### config.mk
export PLATFORM = sky130hd
export DESIGN_NAME = digit_bbox_tracker
export DESIGN_NICKNAME = d
export VERILOG_FILES = /design/src/rtl/digit_bbox_tracker.sv
export SDC_FILE = /design/constraint.sdc
export NUM_CORES = 1
export LEC_CHECK = 0
export ABC_AREA = 1
export CORE_MARGIN = 3
export CORE_UTILIZATION = 50
export CTS_BUF_LIST = sky130_fd_sc_hd__clkbuf_16
export CTS_CLUSTER_DIAMETER = 50
export CTS_CLUSTER_SIZE = 12
export DETAILED_ROUTE_END_ITERATION = 10
export PLACE_DENSITY = 0.73
export SYNTH_ARGS = -nofsm -noshare
export SYNTH_HDL_FRONTEND = slang
export SYNTH_SLANG_ARGS = --single-unit
### constraint.sdc
create_clock -name clock -period 4 [get_ports clock]
set_input_delay 0.4 -clock clock [delete_from_list [all_inputs] [get_ports clock]]
set_output_delay 0.4 -clock clock [all_outputs]
set_load 0.01 [all_outputs]
### src/rtl/digit_bbox_tracker.sv
// Tracks the bounding box of qualified horizontal black runs across a raster frame
// and reports it, registered, with a one-cycle valid pulse at end of frame.
module digit_bbox_tracker #(
    parameter int X_W     = 9,
    parameter int Y_W     = 9,
    parameter int RUN_W   = 9,
    parameter int MIN_RUN = 10
) (
    input  logic           clock,
    input  logic           rst,
    input  logic           en,
    input  logic           frame_start,
    input  logic           frame_end,
    input  logic           line_end,
    input  logic           pix_valid,
    input  logic           pix_black,
    input  logic [X_W-1:0] hcount,
    input  logic [Y_W-1:0] vcount,
    output logic [X_W-1:0] left,
    output logic [X_W-1:0] right,
    output logic [Y_W-1:0] top,
    output logic [Y_W-1:0] bottom,
    output logic           bbox_valid,
    output logic           bbox_empty,
    output logic           busy
);

    typedef enum logic [1:0] {
        IDLE   = 2'd0,
        ACTIVE = 2'd1,
        REPORT = 2'd2
    } state_t;

    localparam logic [RUN_W-1:0] RUN_MAX = {RUN_W{1'b1}};
    localparam logic [RUN_W-1:0] RUN_MIN = RUN_W'(MIN_RUN);

    state_t           r_state;
    state_t           w_nextState;
    logic             w_process;
    logic             w_report;
    logic             w_clear;

    logic [RUN_W-1:0] r_runCount;
    logic [X_W-1:0]   r_runStart;
    logic [X_W-1:0]   r_runLast;
    logic [X_W-1:0]   r_leftAcc;
    logic [X_W-1:0]   r_rightAcc;
    logic [Y_W-1:0]   r_topAcc;
    logic [Y_W-1:0]   r_bottomAcc;
    logic             r_hit;

    logic             w_black;
    logic [RUN_W-1:0] w_runInc;
    logic [RUN_W-1:0] w_runNext;
    logic [X_W-1:0]   w_runStartNext;
    logic [X_W-1:0]   w_runLastNext;
    logic             w_close;
    logic             w_qualify;

    always_ff @(posedge clock or posedge rst) begin
        if (rst) begin
            r_state <= IDLE;
        end else begin
            r_state <= w_nextState;
        end
    end

    always_comb begin
        w_nextState = r_state;
        if (en) begin
            case (r_state)
                IDLE:    if (frame_start) w_nextState = ACTIVE;
                ACTIVE: begin
                    if (frame_start)    w_nextState = ACTIVE;
                    else if (frame_end) w_nextState = REPORT;
                end
                REPORT:  w_nextState = frame_start ? ACTIVE : IDLE;
                default: w_nextState = IDLE;
            endcase
        end
    end

    // A restart pulse in ACTIVE discards the pixel of that cycle along with the accumulators.
    always_comb begin
        busy      = 1'b0;
        w_process = 1'b0;
        w_report  = 1'b0;
        case (r_state)
            ACTIVE: begin
                busy      = 1'b1;
                w_process = en && !frame_start;
            end
            REPORT:  w_report = en;
            default: ;
        endcase
    end

    assign w_clear        = en && frame_start;
    assign w_black        = w_process && pix_valid && pix_black;
    assign w_runInc       = (r_runCount == RUN_MAX) ? RUN_MAX : r_runCount + RUN_W'(1);
    assign w_runNext      = w_black ? w_runInc : r_runCount;
    assign w_runStartNext = (w_black && r_runCount == '0) ? hcount : r_runStart;
    assign w_runLastNext  = w_black ? hcount : r_runLast;
    // frame_end closes an open run even without line_end; invalid cycles only pause it.
    assign w_close        = w_process && ((pix_valid && (!pix_black || line_end)) || frame_end);
    assign w_qualify      = w_close && (w_runNext >= RUN_MIN);

    always_ff @(posedge clock or posedge rst) begin
        if (rst) begin
            r_runCount <= '0;
            r_runStart <= '0;
            r_runLast  <= '0;
        end else if (w_clear) begin
            r_runCount <= '0;
        end else if (w_process) begin
            r_runCount <= w_close ? '0 : w_runNext;
            r_runStart <= w_runStartNext;
            r_runLast  <= w_runLastNext;
        end
    end

    always_ff @(posedge clock or posedge rst) begin
        if (rst) begin
            r_leftAcc   <= '0;
            r_rightAcc  <= '0;
            r_topAcc    <= '0;
            r_bottomAcc <= '0;
            r_hit       <= 1'b0;
        end else if (w_clear) begin
            r_leftAcc   <= '1;
            r_rightAcc  <= '0;
            r_topAcc    <= '0;
            r_bottomAcc <= '0;
            r_hit       <= 1'b0;
        end else if (w_qualify) begin
            r_leftAcc   <= (w_runStartNext < r_leftAcc) ? w_runStartNext : r_leftAcc;
            r_rightAcc  <= (w_runLastNext > r_rightAcc) ? w_runLastNext : r_rightAcc;
            if (!r_hit) begin
                r_topAcc <= vcount;
            end
            r_hit       <= 1'b1;
            r_bottomAcc <= vcount;
        end
    end

    always_ff @(posedge clock or posedge rst) begin
        if (rst) begin
            left       <= '0;
            right      <= '0;
            top        <= '0;
            bottom     <= '0;
            bbox_valid <= 1'b0;
            bbox_empty <= 1'b0;
        end else begin
            bbox_valid <= w_report;
            if (w_report) begin
                left       <= r_hit ? r_leftAcc   : '0;
                right      <= r_hit ? r_rightAcc  : '0;
                top        <= r_hit ? r_topAcc    : '0;
                bottom     <= r_hit ? r_bottomAcc : '0;
                bbox_empty <= !r_hit;
            end
        end
    end

endmodule
==> results of run 1 <==
-- critical path: stages --
cell	delay [ns]
clkdlybuf4s50_1	0.58
inv_2	0.07
nor2_4	0.10
nand2_2	0.08
nor2_4	0.26
nand2_4	0.19
nand2_1	0.11
o21ai_0	0.11
ha_1	0.31
a21oi_1	0.17
nor2_1	0.06
nor3_1	0.12
o21ai_0	0.10
a21oi_1	0.15
nand3_2	0.24
nand2_4	0.18
nand2_1	0.08
nand2_1	0.06
-- power by group --
group	switching (mW)	total (mW)	internal, mW
registers	0.0447	1.20	1.15
logic	0.345	0.570	0.225
clock network	0.393	0.822	0.429
total	0.782	2.59	1.81
-- layout make-up --
type,count,share of cell area (%)
flip-flops and latches,104,43.53
multi-input cells,384,33.59
repair buffers,70,11.47
inverters,63,3.997
clock buffers,9,3.767
well taps,129,2.700
clock inverters,7,0.9418
-- cells in the final DEF (no fill, tap or decap), types with 2 or more instances in the layout --
cell / n
o211ai_1: 3
nor3b_1: 3
nand3_4: 2
nand2_2: 4
ha_1: 19
nand3_1: 41
clkinvlp_4: 2
a22o_1: 10
a311oi_1: 2
a21oi_1: 11
nand2_1: 141
nor3_1: 7
nand4_1: 6
clkdlybuf4s50_1: 64
nor2_1: 40
inv_1: 59
clkinv_4: 2
nor2_4: 4
o21ai_1: 9
nand2_4: 2
o21ai_0: 65
buf_4: 6
clkbuf_16: 9
or2_2: 8
dfrtp_1: 104
nand3_2: 3
inv_2: 4
-- cell families (layout without fill, tap and decap cells) --
kind of cell	count (synthesis)	after routing	synth area share, %
compound gates	102	102	11.48
xor+xnor	1	1	0.1770
fa+ha+maj	19	19	4.804
buf+inv	83	149	6.827
flops	104	104	52.59
simple gates	262	262	24.12
-- synth_stat cells (all sizes together) --
cell,instances,share of area [%]
o21bai,1,0.15
buf,7,1.1
dfrtp,104,53
ha,19,4.8
nand2,147,12
nor3,7,0.71
clkbuf,13,0.99
nand4,6,0.76
o21ai,74,7.5
a22o,10,1.8
xnor2,1,0.18
o211ai,3,0.46
nor3b,3,0.46
nand3,46,5.5
a311oi,2,0.35
nor4,1,0.13
inv,63,4.8
o21a,1,0.15
nor2,44,3.9
or2,8,1.0
a21oi,11,1.1
-- worst max path at each step --
stage                         end  slack, ns  cells after the start
global placement     r_leftAcc[6]       0.69                     17
finish               r_leftAcc[4]       0.89                     18
global route        r_rightAcc[6]       0.56                     17
detailed placement   r_leftAcc[4]       0.53                     18
floorplan              bbox_empty       0.87                      1
CTS                  r_leftAcc[4]       0.88                     17
-- per-layer routing --
metal | up-vias | GRT usage [%] | part of all wire, %
li1 | 1981 | - | -
met1 | 1938 | 28.05 | 47
met2 | 95 | 33.88 | 49
met3 | 8 | 2.756 | 3.5
met4 | 0 | 5.248 | 1.0
met5 | - | 0 | 0
==> impl_metrics.ini, run 1 <==
[logic_synthesis]
ys_warn_count = 0
synth.yosys.seq_area_share_pct = 52.59
synth_area_sq_um = 4948
synth_seq_cells = 104
postSynthAreaPerCell_sq_um = 8.666
ys_types = 30
syn_inst = 571
syn_nets = 616

[clocking]
insertion_delay_ns = 0.33
cts_sinks = 104
cts-root-buf = clkbuf_16
clk_pin_slew_ns = 0.07
cts_hold_buffers = 0
clock_path_buffers = 2
cts_buffers = 9
htree_levels = 3
ctsResizeCount = 0
cts_setup_buffers = 0
tritoncts = yes

[pwr]
ir_worst_vdd_v = 0.0002831
p_total_mw = 2.588
p_leak_nw = 2.934
power_density_nw_per_um2 = 432.9

[worst_setup_path]
timing.rr.end = r_leftAcc[4]
worstRegToRegCells = 17
crit_type = input port to flop
worstSetupStartpoint = en
worstPathMaxFanout = 25
rr_startpoint = r_runCount[0]
cp.arrival_ns = 3.38
r2r_slack_ns = 1.00
start_kind = input port
required_ns = 4.27
worst_setup_path_end_kind = flop

[timing]
setup_slack_ns = 0.8882
tightest_slew_ns = 0.8356
finalSetupTns_ns = 0
fmax_mhz = 321.4
hold_viol = 0
clock_skew_ns = 0.01203
period_minus_slack_ns = 3.112
period_share_pct = 77.80
rsz0062_at_grt = false
setup_viol = 0
drv_slew = 0
whs_ns = 0.4778
slew-limit-headroom_pct = 44.29

[detailed_routing]
drt_iter0_drc = 196
first_pass_iters = 5
drc = 0
detail-route-antenna-nets = 0
wirelength_microns = 10970
wire_per_inst_microns = 14.33
via_count = 4022
routed_via_density = 5.251

[cells_and_area]
drive_gt1_share_pct = 7.692
synthToLayoutAreaGrowth_pct = 20.81
seq_area_sq_um = 2603
fillers = 817
nNetsFinal = 677
multiInputGateArea_sq_um = 2008
stdcell_count = 766
fin_area_sq_um = 5978
fin_util_pct = 63.50
diodes = 0

[global_route]
grt_max_degree = 70
grt_pass1_vias = 3880
antenna_found_initial = 0
grt_usage_pct = 20.31
grt-ovfl-total = 0
grt_pass1_wl_microns = 18590

[die]
ios = 65
core-area_sq_um = 9415
chipHeight_microns = 105.5
core.rowCount = 35
die_x_microns = 105.5
design.die.area_sq_um = 11130
initial_core_util_pct = 52.56

[worst_hold_path]
hold_path.class = flop to flop
hold_depth = 2
min_to = r_runStart[4]
min_from = r_runStart[4]

[outcome]
outcome = completed

[placed_design]
port_buffers = 64
dpl.cell_count = 750
placement.cell_area_sq_um = 5697
gp_congestion = 0.8825
pre_cts_ws_ns = 0.5297
hpwl_microns = 7965

[job]
maxCapViolations = 0
(Power assumes the default switching activity.)
==> inputs of run 2 (changes only) <==
- clock period: 4 -> 3.2 ns (I/O delays scaled with it)
==> run 2 against run 1 <==
- via count grew 0.12%
- non-clock buffer count up 4
- routed wire length decreased by 0.53%
- combinational power grew 26%
- power increased by 28%
- setup slack worse by 0.56 ns
- largest cell class unchanged
- flip-flop and latch count unchanged
- clock skew down 0.0057 ns
- register-to-register slack worse by 0.68 ns
- sequential power grew 25%
==> impl_metrics.ini, run 2 (same netlist as run 1, synthesis figures left out) <==
[outcome]
outcome = completed

[worst_hold_path]
hold_path.class = input port to asynchronous set/reset pin

[detailed_routing]
detail-route-antenna-nets = 0
drc = 0
first_pass_iters = 5
routed_via_density = 5.230
via_count = 4027
drt_iter0_drc = 185
wire_per_inst_microns = 14.18
wirelength_microns = 10920

[clocking]
ctsResizeCount = 0
cts-root-buf = clkbuf_16
insertion_delay_ns = 0.34
cts_hold_buffers = 0
cts_buffers = 9
cts_setup_buffers = 0
clk_pin_slew_ns = 0.07
tritoncts = yes
htree_levels = 3
cts_sinks = 104
clock_path_buffers = 2

[timing]
slew-limit-headroom_pct = 49.07
period_share_pct = 89.86
drv_slew = 0
fmax_mhz = 347.8
setup_viol = 0
clock_skew_ns = 0.006318
rsz0062_at_grt = false
hold_viol = 0
period_minus_slack_ns = 2.876
finalSetupTns_ns = 0
tightest_slew_ns = 0.7631

[cells_and_area]
diodes = 0
layout_common_cells = nand2_1 (141), dfrtp_1 (104), o21ai_0 (64), clkdlybuf4s50_1 (64), inv_1 (58)
fillers = 795
drive_gt1_share_pct = 8.580
synthToLayoutAreaGrowth_pct = 22.33
fin_area_sq_um = 6053
nNetsFinal = 681
layout_commonest_cell = nand2_1

[die]
initial_core_util_pct = 52.56
design.die.area_sq_um = 11130
core.rowCount = 35
core-area_sq_um = 9415
chipHeight_microns = 105.5
die_x_microns = 105.5
ios = 65

[placed_design]
hpwl_microns = 8020
gp_congestion = 0.8678
placement.cell_area_sq_um = 5739
port_buffers = 64

[worst_setup_path]
slowest_stage = dfrtp_1
crit_type = flop to flop
crit_family = simple AND/OR/NAND/NOR gates
max_stage_delay_ns = 0.42
cp_cell_sequence = inv_1 -> ha_1 -> nand4_1 -> nor2_2 -> nand2_4 -> o21ai_0 -> ha_1 -> a21oi_1 -> nor2_1 -> nor3_1 -> o21ai_0 -> a21oi_1 -> nand3_4 -> nand2_4 -> nand2_1 -> nand2_1
required_ns = 3.48
cp.arrival_ns = 3.15
critical_path_buf_inv_count = 1
worstPathMaxFanout = 25
start_kind = flop
worst_setup_path_end_kind = flop

[pwr]
p_leak_nw = 2.967
p_total_mw = 3.320
ir_worst_vdd_v = 0.0004038
power_density_nw_per_um2 = 548.5

[global_route]
grt_pass1_wl_microns = 18770
grt_pass1_vias = 4106
grt_usage_pct = 20.66
grt-ovfl-total = 0
grt_max_degree = 58
antenna_found_initial = 0

[job]
maxCapViolations = 0
-- run 2: cell types whose count changed in the layout (fill, tap and decap cells not counted), sizes merged --
cell and change:
buf +4, bufinv +1, inv -1
-- run 2: cell type report --
cell class                      instances  area [sq um]  share of cell area, %
Clock buffer                            9         225.2                  3.721
Clock inverter                          7         78.83                  1.302
Inverter                               63         239.0                  3.948
Multi-Input combinational cell        384          2018                  33.34
Sequential cell                       104          2603                  42.99
Tap cell                              129         161.4                  2.666
Timing Repair Buffer                   74         728.2                  12.03
-- run 2: path summary, 6_finish.rpt --
kind | to | from | slack, ns | cells past startpoint
max in group asynchronous | r_runStart[3] | rst | 2.08 | 3
min in group clock | r_runStart[1] | r_runStart[1] | 0.48 | 2
min | top[4] | rst | 0.41 | 2
min reg2reg | r_runStart[1] | r_runStart[1] | 0.48 | 2
max reg2reg | r_leftAcc[6] | r_runCount[0] | 0.32 | 16
max | r_leftAcc[6] | r_runCount[0] | 0.32 | 16
-- run 2: stage by stage --
step                worst slack, ns  util [%]  hold slack [ns]  std cells
floorplan                    0.1478         -           0.4428        571
global placement             0.1938     60.96           0.4578        754
detailed placement           0.1199     60.96           0.4644        754
CTS                          0.2182     64.19           0.4380        770
global route                0.04095     64.29           0.4681        770
finish                       0.3244     64.29           0.4107        770
-- run 2: layer usage --
layer / vias to the layer above / global-route usage (%) / share of wire [%]
li1: 1994 / - / -
met3: 18 / 4.042 / 4.9
met2: 96 / 35.61 / 49
met5: - / 0 / 0
met1: 1919 / 26.39 / 44
met4: 0 / 6.092 / 1.8
-- run 2: power breakdown --
group / total (mW) / switching [mW] / internal, mW
logic: 0.719 / 0.430 / 0.289
registers: 1.50 / 0.0571 / 1.44
clock network: 1.10 / 0.489 / 0.615
==> inputs of run 3 (changes only) <==
- PLACE_DENSITY: 0.73 -> unset
- PLACE_DENSITY_LB_ADDON: unset -> 0.12
==> run 3 against run 2 <==
- routed wire length rose by 0.77%
- count of clock-buffer cells in the layout did not move
- non-clock buffer count did not move
- power fell by 1.5%
- clock power barely moved
- sequential share of layout area rose by 0.080 points
- first-iteration DRC count rose by 21%
- largest cell class unchanged
- register-to-register slack got worse by 0.12 ns
- sequential power barely moved
- combinational power fell by 2%
==> impl_metrics.ini, run 3 (same netlist as run 1, synthesis figures left out) <==
[clocking]
tritoncts = yes
clk_pin_slew_ns = 0.08
htree_levels = 3
cts-root-buf = clkbuf_16
clock_path_buffers = 2
ctsResizeCount = 0
cts_sinks = 104
insertion_delay_ns = 0.35
cts_buffers = 9
cts_setup_buffers = 0
cts_hold_buffers = 0

[die]
die_x_microns = 105.5
core.rowCount = 35
initial_core_util_pct = 52.56
core-area_sq_um = 9415
ios = 65
chipHeight_microns = 105.5
design.die.area_sq_um = 11130

[worst_setup_path]
cp.arrival_ns = 3.27
cp_cell_sequence = inv_1 -> ha_1 -> nand4_1 -> nor2_2 -> nand2_4 -> o21ai_0 -> ha_1 -> a21oi_1 -> nor2_1 -> nor3b_1 -> o21ai_0 -> a21oi_1 -> nand3_2 -> nand2_4 -> nand2_1 -> nand2_1
worst_setup_path_end_kind = flop
required_ns = 3.48
worstPathMaxFanout = 25
max_stage_delay_ns = 0.42
slowest_stage = dfrtp_1
start_kind = flop
crit_type = flop to flop

[cells_and_area]
diodes = 0
synthToLayoutAreaGrowth_pct = 22.10
layout_common_cells = nand2_1 (141), dfrtp_1 (104), o21ai_0 (64), clkdlybuf4s50_1 (64), inv_1 (58)
stdcell_count = 770
fin_util_pct = 64.17
fin_area_sq_um = 6042
nNetsFinal = 681
layout_commonest_cell = nand2_1
fillers = 832
drive_gt1_share_pct = 8.580

[timing]
drv_slew = 0
period_share_pct = 93.64
slew-limit-headroom_pct = 46.50
tightest_slew_ns = 0.8016
hold_viol = 0
finalSetupTns_ns = 0
fmax_mhz = 333.7
period_minus_slack_ns = 2.996
rsz0062_at_grt = false
whs_ns = 0.2919
setup_viol = 0
setup_slack_ns = 0.2036
clock_skew_ns = 0.01253

[detailed_routing]
via_count = 4000
detail-route-antenna-nets = 0
drc = 0
first_pass_iters = 7
wirelength_microns = 11000
drt_iter0_drc = 224
routed_via_density = 5.195
wire_per_inst_microns = 14.29

[pwr]
ir_worst_vdd_v = 0.0003490
p_total_mw = 3.269
power_density_nw_per_um2 = 541.0
p_leak_nw = 2.974

[worst_hold_path]
hold_path.class = input port to asynchronous set/reset pin

[placed_design]
gp_congestion = 0.9223
placement.cell_area_sq_um = 5752
dpl.cell_count = 754
hpwl_microns = 7876
port_buffers = 64
pre_cts_ws_ns = 0.007067

[global_route]
grt_pass1_vias = 3878
antenna_found_initial = 0
grt_max_degree = 53
grt_pass1_wl_microns = 18690
grt-ovfl-total = 0
grt_usage_pct = 20.75

[job]
maxCapViolations = 0

[outcome]
outcome = completed
## run 3: changes by cell type in the layout (fill, tap and decap cells not counted), sizes merged
| cell | delta |
|---|---|
| inv | +2 |
| clkinvlp | -2 |
| bufinv | -1 |
| clkinv | +1 |
## run 3: worst paths after layout
path / startpoint / cells past startpoint / slack [ns] / to
hold / removal: rst / 2 / 0.29 / top[7]
max in group asynchronous: rst / 3 / 2.22 / right[0]
hold reg to reg: r_runLast[1] / 2 / 0.48 / r_runLast[1]
setup / recovery: r_runCount[0] / 16 / 0.20 / r_leftAcc[8]
setup reg to reg: r_runCount[0] / 16 / 0.20 / r_leftAcc[8]
min in group clock: r_runLast[1] / 2 / 0.48 / r_runLast[1]
## run 3: layout make-up
type | count | area, sq um | share of cell area (%)
Sequential cell | 104 | 2603 | 43.07
Multi-Input combinational cell | 384 | 2011 | 33.28
Timing Repair Buffer | 74 | 740.7 | 12.26
Inverter | 63 | 239.0 | 3.955
Clock buffer | 9 | 225.2 | 3.727
Tap cell | 129 | 161.4 | 2.671
Clock inverter | 7 | 62.56 | 1.035
## run 3: per-layer routing
| layer | global-route usage [%] | wire [microns] | vias up |
|---|---|---|---|
| met2 | 33.93 | 5178 | 96 |
| met3 | 2.511 | 529 | 9 |
| li1 | - | - | 1994 |
| met5 | 0 | 0 | - |
| met4 | 5.904 | 85 | 0 |
| met1 | 29.29 | 5207 | 1901 |
## run 3: power by group
group | internal [mW] | total [mW] | switching, mW
logic | 0.289 | 0.708 | 0.420
registers | 1.44 | 1.49 | 0.0533
clock network | 0.546 | 1.07 | 0.521
total | 2.27 | 3.27 | 0.994
## run 3: worst max-delay path, delay by kind of cell (launching register included)
family | cells | cell delay [ns]
DFF | 1 | 0.42
buffers and inverters | 1 | 0.09
AOI/OAI and AO/OA | 4 | 0.67
and+or+nand+nor | 9 | 1.29
adders and majority gates | 2 | 0.46
